===== src/rtl/memory_turn_engine.sv =====
// Turn sequencer for a memory (pairs) card game: collects two picks, shows them for
// a fixed time, scores matches, rotates players on a miss and reports the winner.
module memory_turn_engine #(
    parameter int NUM_PLAYERS = 2,
    parameter int NUM_PAIRS   = 8,
    parameter int SYM_W       = 4,
    parameter int IDX_W       = 5,
    parameter int REVEAL_CYC  = 4,
    localparam int PW = (NUM_PLAYERS > 2) ? $clog2(NUM_PLAYERS) : 1,
    localparam int SW = $clog2(NUM_PAIRS + 1)
) (
    input  logic                      i_clk,
    input  logic                      i_rst,
    input  logic                      i_select,
    input  logic                      i_empty,
    input  logic [IDX_W-1:0]          i_card_idx,
    input  logic [SYM_W-1:0]          i_card_sym,
    input  logic                      i_new_game,
    output logic [IDX_W-1:0]          o_selected1,
    output logic [IDX_W-1:0]          o_selected2,
    output logic                      o_busy,
    output logic                      o_res_valid,
    output logic                      o_par,
    output logic [PW-1:0]             o_player,
    output logic [NUM_PLAYERS*SW-1:0] o_scores,
    output logic                      o_game_over,
    output logic [PW-1:0]             o_winner,
    output logic                      o_tie
);

    localparam int TW = (REVEAL_CYC > 2) ? $clog2(REVEAL_CYC) : 1;

    typedef enum logic [2:0] {
        S_FIRST,
        S_SECOND,
        S_REVEAL,
        S_RESOLVE,
        S_DONE
    } state_t;

    state_t            r_state;
    state_t            w_nextState;
    logic [IDX_W-1:0]  r_selected1;
    logic [IDX_W-1:0]  r_selected2;
    logic [SYM_W-1:0]  r_sym1;
    logic [SYM_W-1:0]  r_sym2;
    logic [TW-1:0]     r_timer;
    logic              r_par;
    logic [PW-1:0]     r_player;
    logic [SW-1:0]     r_pairsFound;
    logic [SW-1:0]     r_scores [NUM_PLAYERS];
    logic [PW-1:0]     r_winner;
    logic              r_tie;

    logic              w_firstPick;
    logic              w_secondPick;
    logic              w_match;
    logic              w_gameEnds;
    logic [SW-1:0]     w_nextPairs;
    logic [SW-1:0]     w_nextScores [NUM_PLAYERS];
    logic [SW-1:0]     w_maxScore;
    logic [3:0]        w_maxCount;
    logic [PW-1:0]     w_winnerNext;
    logic [PW-1:0]     w_playerNext;

    always_ff @(posedge i_clk or posedge i_rst) begin
        if (i_rst) begin
            r_state <= S_FIRST;
        end else begin
            r_state <= w_nextState;
        end
    end

    always_comb begin
        w_nextState  = r_state;
        w_firstPick  = 1'b0;
        w_secondPick = 1'b0;
        if (i_new_game) begin
            w_nextState = S_FIRST;
        end else begin
            case (r_state)
                S_FIRST: begin
                    if (i_select && i_empty) begin
                        w_firstPick = 1'b1;
                        w_nextState = S_SECOND;
                    end
                end
                S_SECOND: begin
                    if (i_select && i_empty && (i_card_idx != r_selected1)) begin
                        w_secondPick = 1'b1;
                        w_nextState  = S_REVEAL;
                    end
                end
                S_REVEAL: begin
                    if (r_timer == '0) begin
                        w_nextState = S_RESOLVE;
                    end
                end
                S_RESOLVE: w_nextState = w_gameEnds ? S_DONE : S_FIRST;
                S_DONE:    w_nextState = S_DONE;
                default:   w_nextState = S_FIRST;
            endcase
        end
    end

    // Post-resolution score view; the winner is judged on these so DONE sees the final pair.
    always_comb begin
        w_match      = (r_sym1 == r_sym2);
        w_nextPairs  = w_match ? r_pairsFound + 1'b1 : r_pairsFound;
        w_gameEnds   = w_match && (w_nextPairs == SW'(NUM_PAIRS));
        w_playerNext = (r_player == PW'(NUM_PLAYERS - 1)) ? '0 : r_player + 1'b1;
        for (int p = 0; p < NUM_PLAYERS; p++) begin
            w_nextScores[p] = r_scores[p];
            if (w_match && (PW'(p) == r_player) && (r_scores[p] < SW'(NUM_PAIRS))) begin
                w_nextScores[p] = r_scores[p] + 1'b1;
            end
        end
        w_maxScore   = '0;
        w_winnerNext = '0;
        w_maxCount   = '0;
        for (int p = 0; p < NUM_PLAYERS; p++) begin
            if (w_nextScores[p] > w_maxScore) begin
                w_maxScore   = w_nextScores[p];
                w_winnerNext = PW'(p);
            end
        end
        for (int p = 0; p < NUM_PLAYERS; p++) begin
            if (w_nextScores[p] == w_maxScore) begin
                w_maxCount = w_maxCount + 1'b1;
            end
        end
    end

    always_ff @(posedge i_clk or posedge i_rst) begin
        if (i_rst) begin
            r_selected1  <= '0;
            r_selected2  <= '0;
            r_sym1       <= '0;
            r_sym2       <= '0;
            r_timer      <= '0;
            r_par        <= 1'b0;
            r_player     <= '0;
            r_pairsFound <= '0;
            r_winner     <= '0;
            r_tie        <= 1'b0;
            for (int p = 0; p < NUM_PLAYERS; p++) r_scores[p] <= '0;
        end else if (i_new_game) begin
            r_selected1  <= '0;
            r_selected2  <= '0;
            r_timer      <= '0;
            r_par        <= 1'b0;
            r_player     <= '0;
            r_pairsFound <= '0;
            r_winner     <= '0;
            r_tie        <= 1'b0;
            for (int p = 0; p < NUM_PLAYERS; p++) r_scores[p] <= '0;
        end else if (w_firstPick) begin
            r_selected1 <= i_card_idx;
            r_sym1      <= i_card_sym;
        end else if (w_secondPick) begin
            r_selected2 <= i_card_idx;
            r_sym2      <= i_card_sym;
            r_timer     <= TW'(REVEAL_CYC - 1);
        end else if (r_state == S_REVEAL) begin
            if (r_timer != '0) begin
                r_timer <= r_timer - 1'b1;
            end else begin
                r_par <= w_match;
            end
        end else if (r_state == S_RESOLVE) begin
            r_pairsFound <= w_nextPairs;
            for (int p = 0; p < NUM_PLAYERS; p++) r_scores[p] <= w_nextScores[p];
            if (!w_match) begin
                r_player <= w_playerNext;
            end
            if (w_gameEnds) begin
                r_winner <= w_winnerNext;
                r_tie    <= (w_maxCount > 4'd1);
            end
        end
    end

    always_comb begin
        o_scores = '0;
        for (int p = 0; p < NUM_PLAYERS; p++) begin
            o_scores[p*SW +: SW] = r_scores[p];
        end
    end

    assign o_selected1 = r_selected1;
    assign o_selected2 = r_selected2;
    assign o_busy      = (r_state == S_REVEAL) || (r_state == S_RESOLVE);
    assign o_res_valid = (r_state == S_RESOLVE);
    assign o_par       = r_par;
    assign o_player    = r_player;
    assign o_game_over = (r_state == S_DONE);
    assign o_winner    = r_winner;
    assign o_tie       = r_tie;

endmodule


===== config.mk =====
export PLATFORM = sky130hd
export DESIGN_NAME = memory_turn_engine
export DESIGN_NICKNAME = d
export VERILOG_FILES = /design/src/rtl/memory_turn_engine.sv
export SDC_FILE = /design/constraint.sdc
export NUM_CORES = 1
export LEC_CHECK = 0
export ABC_AREA = 0
export CORE_MARGIN = 4
export CORE_UTILIZATION = 45
export DETAILED_ROUTE_END_ITERATION = 6
export DONT_BUFFER_PORTS = 1
export PLACE_DENSITY = 0.72
export SETUP_SLACK_MARGIN = 0.15
export SYNTH_ARGS = -nofsm -noshare
export SYNTH_HDL_FRONTEND = slang
export SYNTH_SLANG_ARGS = --single-unit

===== constraint.sdc =====
create_clock -name i_clk -period 4.53 [get_ports i_clk]
set_input_delay 1.1325 -clock i_clk [delete_from_list [all_inputs] [get_ports i_clk]]
set_output_delay 1.1325 -clock i_clk [all_outputs]
set_load 0.01 [all_outputs]

Word level (Yosys, flattened, before mapping)
Index checks and enable logic that the tools add are counted.
{"block": "classes", "n_addsub": 6, "magnitude_cmp": 5, "eq_ne": 17, "mux": 64, "bitwise_logic": 3, "n_reduce_logical": 27}
{"operator": "4-bit two-way mux", "n": 11}
{"operator": "8-bit two-way mux", "n": 5}
{"operator": "1-bit two-way mux", "n": 32}
{"operator": "5-bit two-way mux", "n": 5}
{"operator": "4-bit by 1-bit adder with 4-bit output, second input constant", "n": 4}
{"operator": "3-bit two-way mux", "n": 5}
{"operator": "3-bit case mux with 5 select lines", "n": 1}
{"operator": "4-bit equality test", "n": 3}
{"operator": "2-bit nonzero test", "n": 6}
{"operator": "2-bit two-way mux", "n": 5}
{"operator": "2-bit inequality test, second input constant", "n": 5}
{"operator": "5-bit AND reduction", "n": 2}
{"operator": "3-bit inequality test, second input constant", "n": 3}
{"operator": "3-bit AND reduction", "n": 3}
{"operator": "4-bit by 1-bit > comparator with 1-bit output, second input constant", "n": 2}
{"operator": "4-bit less-than comparator, second input constant", "n": 2}
{"operator": "4-bit AND reduction", "n": 2}
{"operator": "1-bit logical AND", "n": 7}
{"operator": "3-bit by 2-bit equality test with 1-bit output, second input constant", "n": 2}
{"operator": "3-bit nonzero test", "n": 2}
{"operator": "5-bit inequality test", "n": 1}
{"operator": "4-bit equality test, second input constant", "n": 1}
{"operator": "4-bit > comparator", "n": 1}
{"operator": "2-bit AND reduction", "n": 2}
{"operator": "8 further kinds", "n": 10}
{"block": "totals", "reg_bits": 39, "inputBits": 14, "output_inout_bits": 25, "word_cells": 135}

Longest topological paths before layout
{"block": "logic_depth", "depth_word": 19, "depth_mapped": 13, "ltp_nobuf": 12}

Worst setup path before layout
OpenSTA, ideal clock, no wires.
{"block": "synth_timing", "path_kind": "input-to-reg", "start": "input i_card_idx[4]", "end": "register r_sym2[0]", "setup_ps": 125, "arrival_time_ps": 2379, "required_time_ps": 4405, "setup_slack_ps": 2026, "stages": 5, "path_buffers": 0, "path_cell_list": "xnor2_1 nand3_1 o2111ai_1 nor4_1 mux2_2"}
{"block": "synth_via", "elab_chain_cells": 6}
{"item": "start: declaration", "line": "16", "source": "input logic [IDX_W-1:0] i_card_idx,"}
{"item": "5-bit inequality test", "line": "89", "source": "if (i_select && i_empty && (i_card_idx != r_selected1)) begin"}
{"item": "1-bit logical AND", "line": "89"}
{"item": "1-bit two-way mux", "line": "89"}
{"item": "1-bit two-way mux", "line": "81", "source": "case (r_state)"}
{"item": "1-bit two-way mux", "line": "78", "source": "if (i_new_game) begin"}
{"item": "3-bit AND reduction (no source line)"}
{"item": "end signal: assignment", "line": "162", "source": "r_sym2 <= i_card_sym;"}
{"item": "end: declaration", "line": "46", "source": "logic [SYM_W-1:0] r_sym2;"}
No other way between the ends.
A chain may end at the register's enable or synchronous reset.

Final worst setup path
{"block": "layout_timing", "start": "register r_sym2[3]", "end": "register r_winner (netlist: o_winner)"}
{"block": "layout_via", "elab_chain_cells": 14, "word_cells_on_any_way": 22, "classes_between": "order compare: 2; eq/ne: 2; mux: 11; reduce/logical: 7"}
{"item": "4-bit equality test *", "line": "108", "source": "w_match = (r_sym1 == r_sym2);"}
{"item": "1-bit logical AND (2 in series)", "line": "114", "source": "if (w_match && (PW'(p) == r_player) && (r_scores[p] < SW'(NUM_PAIRS))) begin"}
{"item": "4-bit two-way mux", "line": "114"}
{"item": "4-bit by 1-bit > comparator with 1-bit output", "line": "122", "source": "if (w_nextScores[p] > w_maxScore) begin"}
{"item": "4-bit two-way mux", "line": "122"}
{"item": "4-bit > comparator", "line": "122"}
{"item": "1-bit two-way mux", "line": "122"}
{"item": "1-bit two-way mux", "line": "176", "source": "if (w_gameEnds) begin"}
{"item": "1-bit two-way mux", "line": "170", "source": "end else if (r_state == S_RESOLVE) begin"}
{"item": "1-bit two-way mux", "line": "164", "source": "end else if (r_state == S_REVEAL) begin"}
{"item": "1-bit two-way mux", "line": "160", "source": "end else if (w_secondPick) begin"}
{"item": "1-bit two-way mux", "line": "157", "source": "end else if (w_firstPick) begin"}
{"item": "1-bit two-way mux", "line": "147", "source": "end else if (i_new_game) begin"}
{"item": "end signal: assignment", "line": "177", "source": "r_winner <= w_winnerNext;"}
{"item": "end: declaration", "line": "52", "source": "logic [PW-1:0] r_winner;"}
Mark *: on every way between the ends. The rest lies on a longest branch, timed or not. The select of a mux whose other input is x is not followed.

==> impl_metrics.csv <==
group,metric,value,unit
timing,rsz0062_at_grt,"false",
clock_network,cts-resized-gates,0,
clock_network,clk_latency,290,ps
worst_hold_path,hp-class,"reg -> reg",
timing,slew_headroom,43.47,%
logic_synthesis,synth_compound_area_share,5.499,%
detailed_routing,routed.top_layer,"met4",
floorplan,dieHeight,78.04,um
final_layout,nNetsFinal,235,
worst_setup_path,cp.required,4750,ps
worst_setup_path,path_cells,"xnor2_1, and4_1, and2_1, mux2i_1, inv_1, ha_1, nor2b_1, o21ai_0, nand2b_1, a21oi_1, or3_1, a21oi_1",
logic_synthesis,synth-seq-cells,39,
logic_synthesis,muxShareOfSynthArea,10.49,%
logic_synthesis,seq_area_frac_synth,44.22,%
worst_setup_path,cp_slowest_stage_delay,410,ps
placement,hpwl,3.011,mm
grt,grt_max_degree,40,
worst_setup_path,rrSetupSlack,1730,ps
timing,layout_min_cycle_time,2796,ps
detailed_routing,drt_iter0_drc,86,
detailed_routing,drc,0,
floorplan,row_count,25,
clock_network,cts_made_buffers,5,
detailed_routing,wl,4.259,mm
pwr,pwr-share-comb,14.1,%
pwr,p_int,0.0005525,W
worst_setup_path,cp_max_fo,8,
status,outcome,"finished clean",
detailed_routing,drtPass1Iterations,4,
logic_synthesis,yosysWarnings,0,
clock_network,cts_tree,"done",
worst_setup_path,endpoint_kind,"flop",
grt,grt_pass1_wl,7.410,mm
detailed_routing,via_per_inst,5.391,
floorplan,pin_count,39,
placement,place_ws,1734,ps
logic_synthesis,yosysUniqueCellTypes,39,
grt,grt_overflow,0,
pwr,power.share.sequential,52.4,%
clock_network,cts.sinks,39,
worst_setup_path,cp_slowest_cell,"dfrtp_1",
final_layout,layout-drive-gt1-share,11.68,%
detailed_routing,ant_nets,0,
clock_network,cts.root.buffer_cell,"clkbuf_8",
pwr,ir_worst_vdd,0.2088,mV
placement,placed_cells,273,
final_layout,syn_to_final_growth,5.385,%
final_layout,instances_no_fill,281,
logic_synthesis,synth-simple-area-share,20.52,%
floorplan,die_width,78.04,um
floorplan,initial_utilization,46.73,%
clock_network,ctsLongestPathBuffers,2,
detailed_routing,wl_met3,423,um
flow_run,cap_violations,0,
clock_network,htree_num_levels,2,
final_layout,n_antenna_cell,0,
timing,fin_crit_sh,61.73,%
floorplan,core-area,4723,um^2
worst_setup_path,critPathTopFamily,"simple AND/OR/NAND/NOR gates",
timing,tightest_slew,840.1,ps
grt,antenna_found_initial,0,
logic_synthesis,postSynthCellCount,215,
worst_setup_path,cp.arrival,3020,ps
detailed_routing,wl_met1,1.795,mm
logic_synthesis,synth_fp_nets,237,
clock_network,clk_pin_slew,80,ps
placement,placed_area,2227,um^2
logic_synthesis,yosys.area_share.adder,4.535,%
worst_setup_path,cpMostUsedCell,"a21oi_1",
pwr,p_leak,1.001,nW
placement,gp_congestion,0.7969,
placement,port_buffers,0,
pwr,power_switching,0.0002014,W
pwr,power_switching_share,26.72,%
logic_synthesis,syn_area,2207,um^2
pwr,clkPwrFrac,33.5,%
timing,slew_violations,0,
timing,setup_viol_count_final,0,
timing,fmax,357.6,MHz
worst_setup_path,crit_path_start_kind,"flop",
timing,setup_ws,1734,ps
detailed_routing,met2_length,1.953,mm
detailed_routing,post_drt_wl_per_cell,15.16,um
worst_setup_path,path_buf_inv,1,
clock_network,hold_buffers,0,
final_layout,finalCoreUtilization,49.25,%
clock_network,postCtsSetupBuffers,0,
detailed_routing,dr_total_vias,1515,
logic_synthesis,avgSynthCellArea,10.27,um^2
floorplan,die_area,6089,um^2
pwr,p_per_area,324.1,nW/um^2
logic_synthesis,synth-xor-area-share,10.32,%
final_layout,design_area,2326,um^2
timing,finClkSkew,2.635,ps
logic_synthesis,synth_top_family_by_area,"simple AND/OR/NAND/NOR gates",
grt,grt_usage,15.57,%
timing,hold_viol_final,0,
grt,grt_pass1_vias,1598,
timing,fin_setup_tns,0,ps
worst_setup_path,path_class,"reg -> reg",
-- per-stage QoR --
step           hold WS, ps   power, W
2_1_floorplan        502.1  0.0004936
3_3_place_gp         510.0  0.0005046
3_5_place_dp         521.7  0.0005101
4_1_cts              539.7  0.0007673
5_1_grt              558.3  0.0007995
6_report             534.9  0.0007539
-- metal layers --
layer	vias to the layer above	GRT usage, %
li1	732	-
met1	726	18.04
met2	47	24.83
met3	10	7.110
met4	0	6.643
met5	-	0
-- flip-flops by register name, summed over array words and instances, names as in the netlist --
| name | count |
|---|---|
| r_sym1 | 4 |
| o_selected1 | 5 |
| r_pairsFound | 4 |
| o_winner | 1 |
| r_sym2 | 4 |
| o_player | 1 |
| r_timer | 2 |
| o_selected2 | 5 |
| o_par | 1 |
| o_scores | 8 |
| o_tie | 1 |
| r_state | 3 |
-- cell type report --
class / count / area (um^2)
Tap cell: 67 / 83.83
Clock buffer: 6 / 82.58
Inverter: 7 / 26.28
Multi-Input combinational cell: 159 / 1134
Fill cell: 444 / 2397
Timing Repair Buffer: 1 / 7.507
Clock inverter: 2 / 16.27
Sequential cell: 39 / 975.9
-- logic make-up (layout without fill, tap and decap cells) --
logic type	Yosys count	after routing
buffers and inverters	17	16
flip-flops	39	39
AND/OR/NAND/NOR	83	83
AO/OA/AOI/OAI	20	20
XOR/XNOR	26	26
multiplexers	22	22
adder cells (fa/ha/maj)	8	8
-- synthesized netlist by cell type, drive strengths merged --
cell     count  area (um^2)
ha           8        100.1
and3b        1        8.760
a22oi        1        7.510
clkbuf       4        15.01
or3          1        6.260
nand4b       2        17.52
nor3         4        25.02
and4         2        18.77
buf          6        56.30
and2b        1        7.510
nand2b       3        18.77
nor3b        1        7.510
nor4         2        18.77
inv          7        26.28
and2         3        23.78
nor2b        4        32.53
nand4        3        18.77
a32o         1        10.01
a211oi       4        30.03
o2111ai      1        8.760
mux2         9        101.4
xor2         9        78.83
a21oi       10        50.05
dfrtp       39        975.9
nand2       10        37.54
o21ai        3        15.01
nand3        6        42.54
mux2i       13        130.1
nor2        35        131.4
nand3b       5        37.54
xnor2       17        148.9
-- cells in the final DEF, fill, tap and decap left out, drive strengths merged, types with 2 or more instances in the layout --
cell type,instances
nor2b,4
xor2,9
nand2b,3
nor3,4
clkbuf,6
and2,3
nand4,3
nand3,6
nand3b,5
nor2,35
nand4b,2
o21ai,3
ha,8
inv,7
and4,2
a21oi,10
nor4,2
nand2,10
mux2,9
mux2i,13
xnor2,17
a211oi,4
dfrtp,39
-- power by group through the flow --
stage | Clock, W | Sequential, W | Combinational [W]
2_1_floorplan | 0 | 0.000395 | 0.0000982
3_3_place_gp | 0 | 0.000400 | 0.000105
3_5_place_dp | 0 | 0.000402 | 0.000108
4_1_cts | 0.000264 | 0.000395 | 0.000108
5_1_grt | 0.000280 | 0.000398 | 0.000121
6_report | 0.000252 | 0.000395 | 0.000106
-- final timing paths --
kind                            startpoint             end  cells past startpoint
worst max register to register   r_sym2[3]        o_winner                     12
worst min register to register   r_sym1[2]       r_sym1[2]                      1
worst min-delay path             r_sym1[2]       r_sym1[2]                      1
min in group asynchronous            i_rst  o_selected2[4]                      2
worst max-delay path             r_sym2[3]        o_winner                     12
max in group asynchronous            i_rst           o_tie                      2
Note: power is estimated with default switching activity, not from simulation.
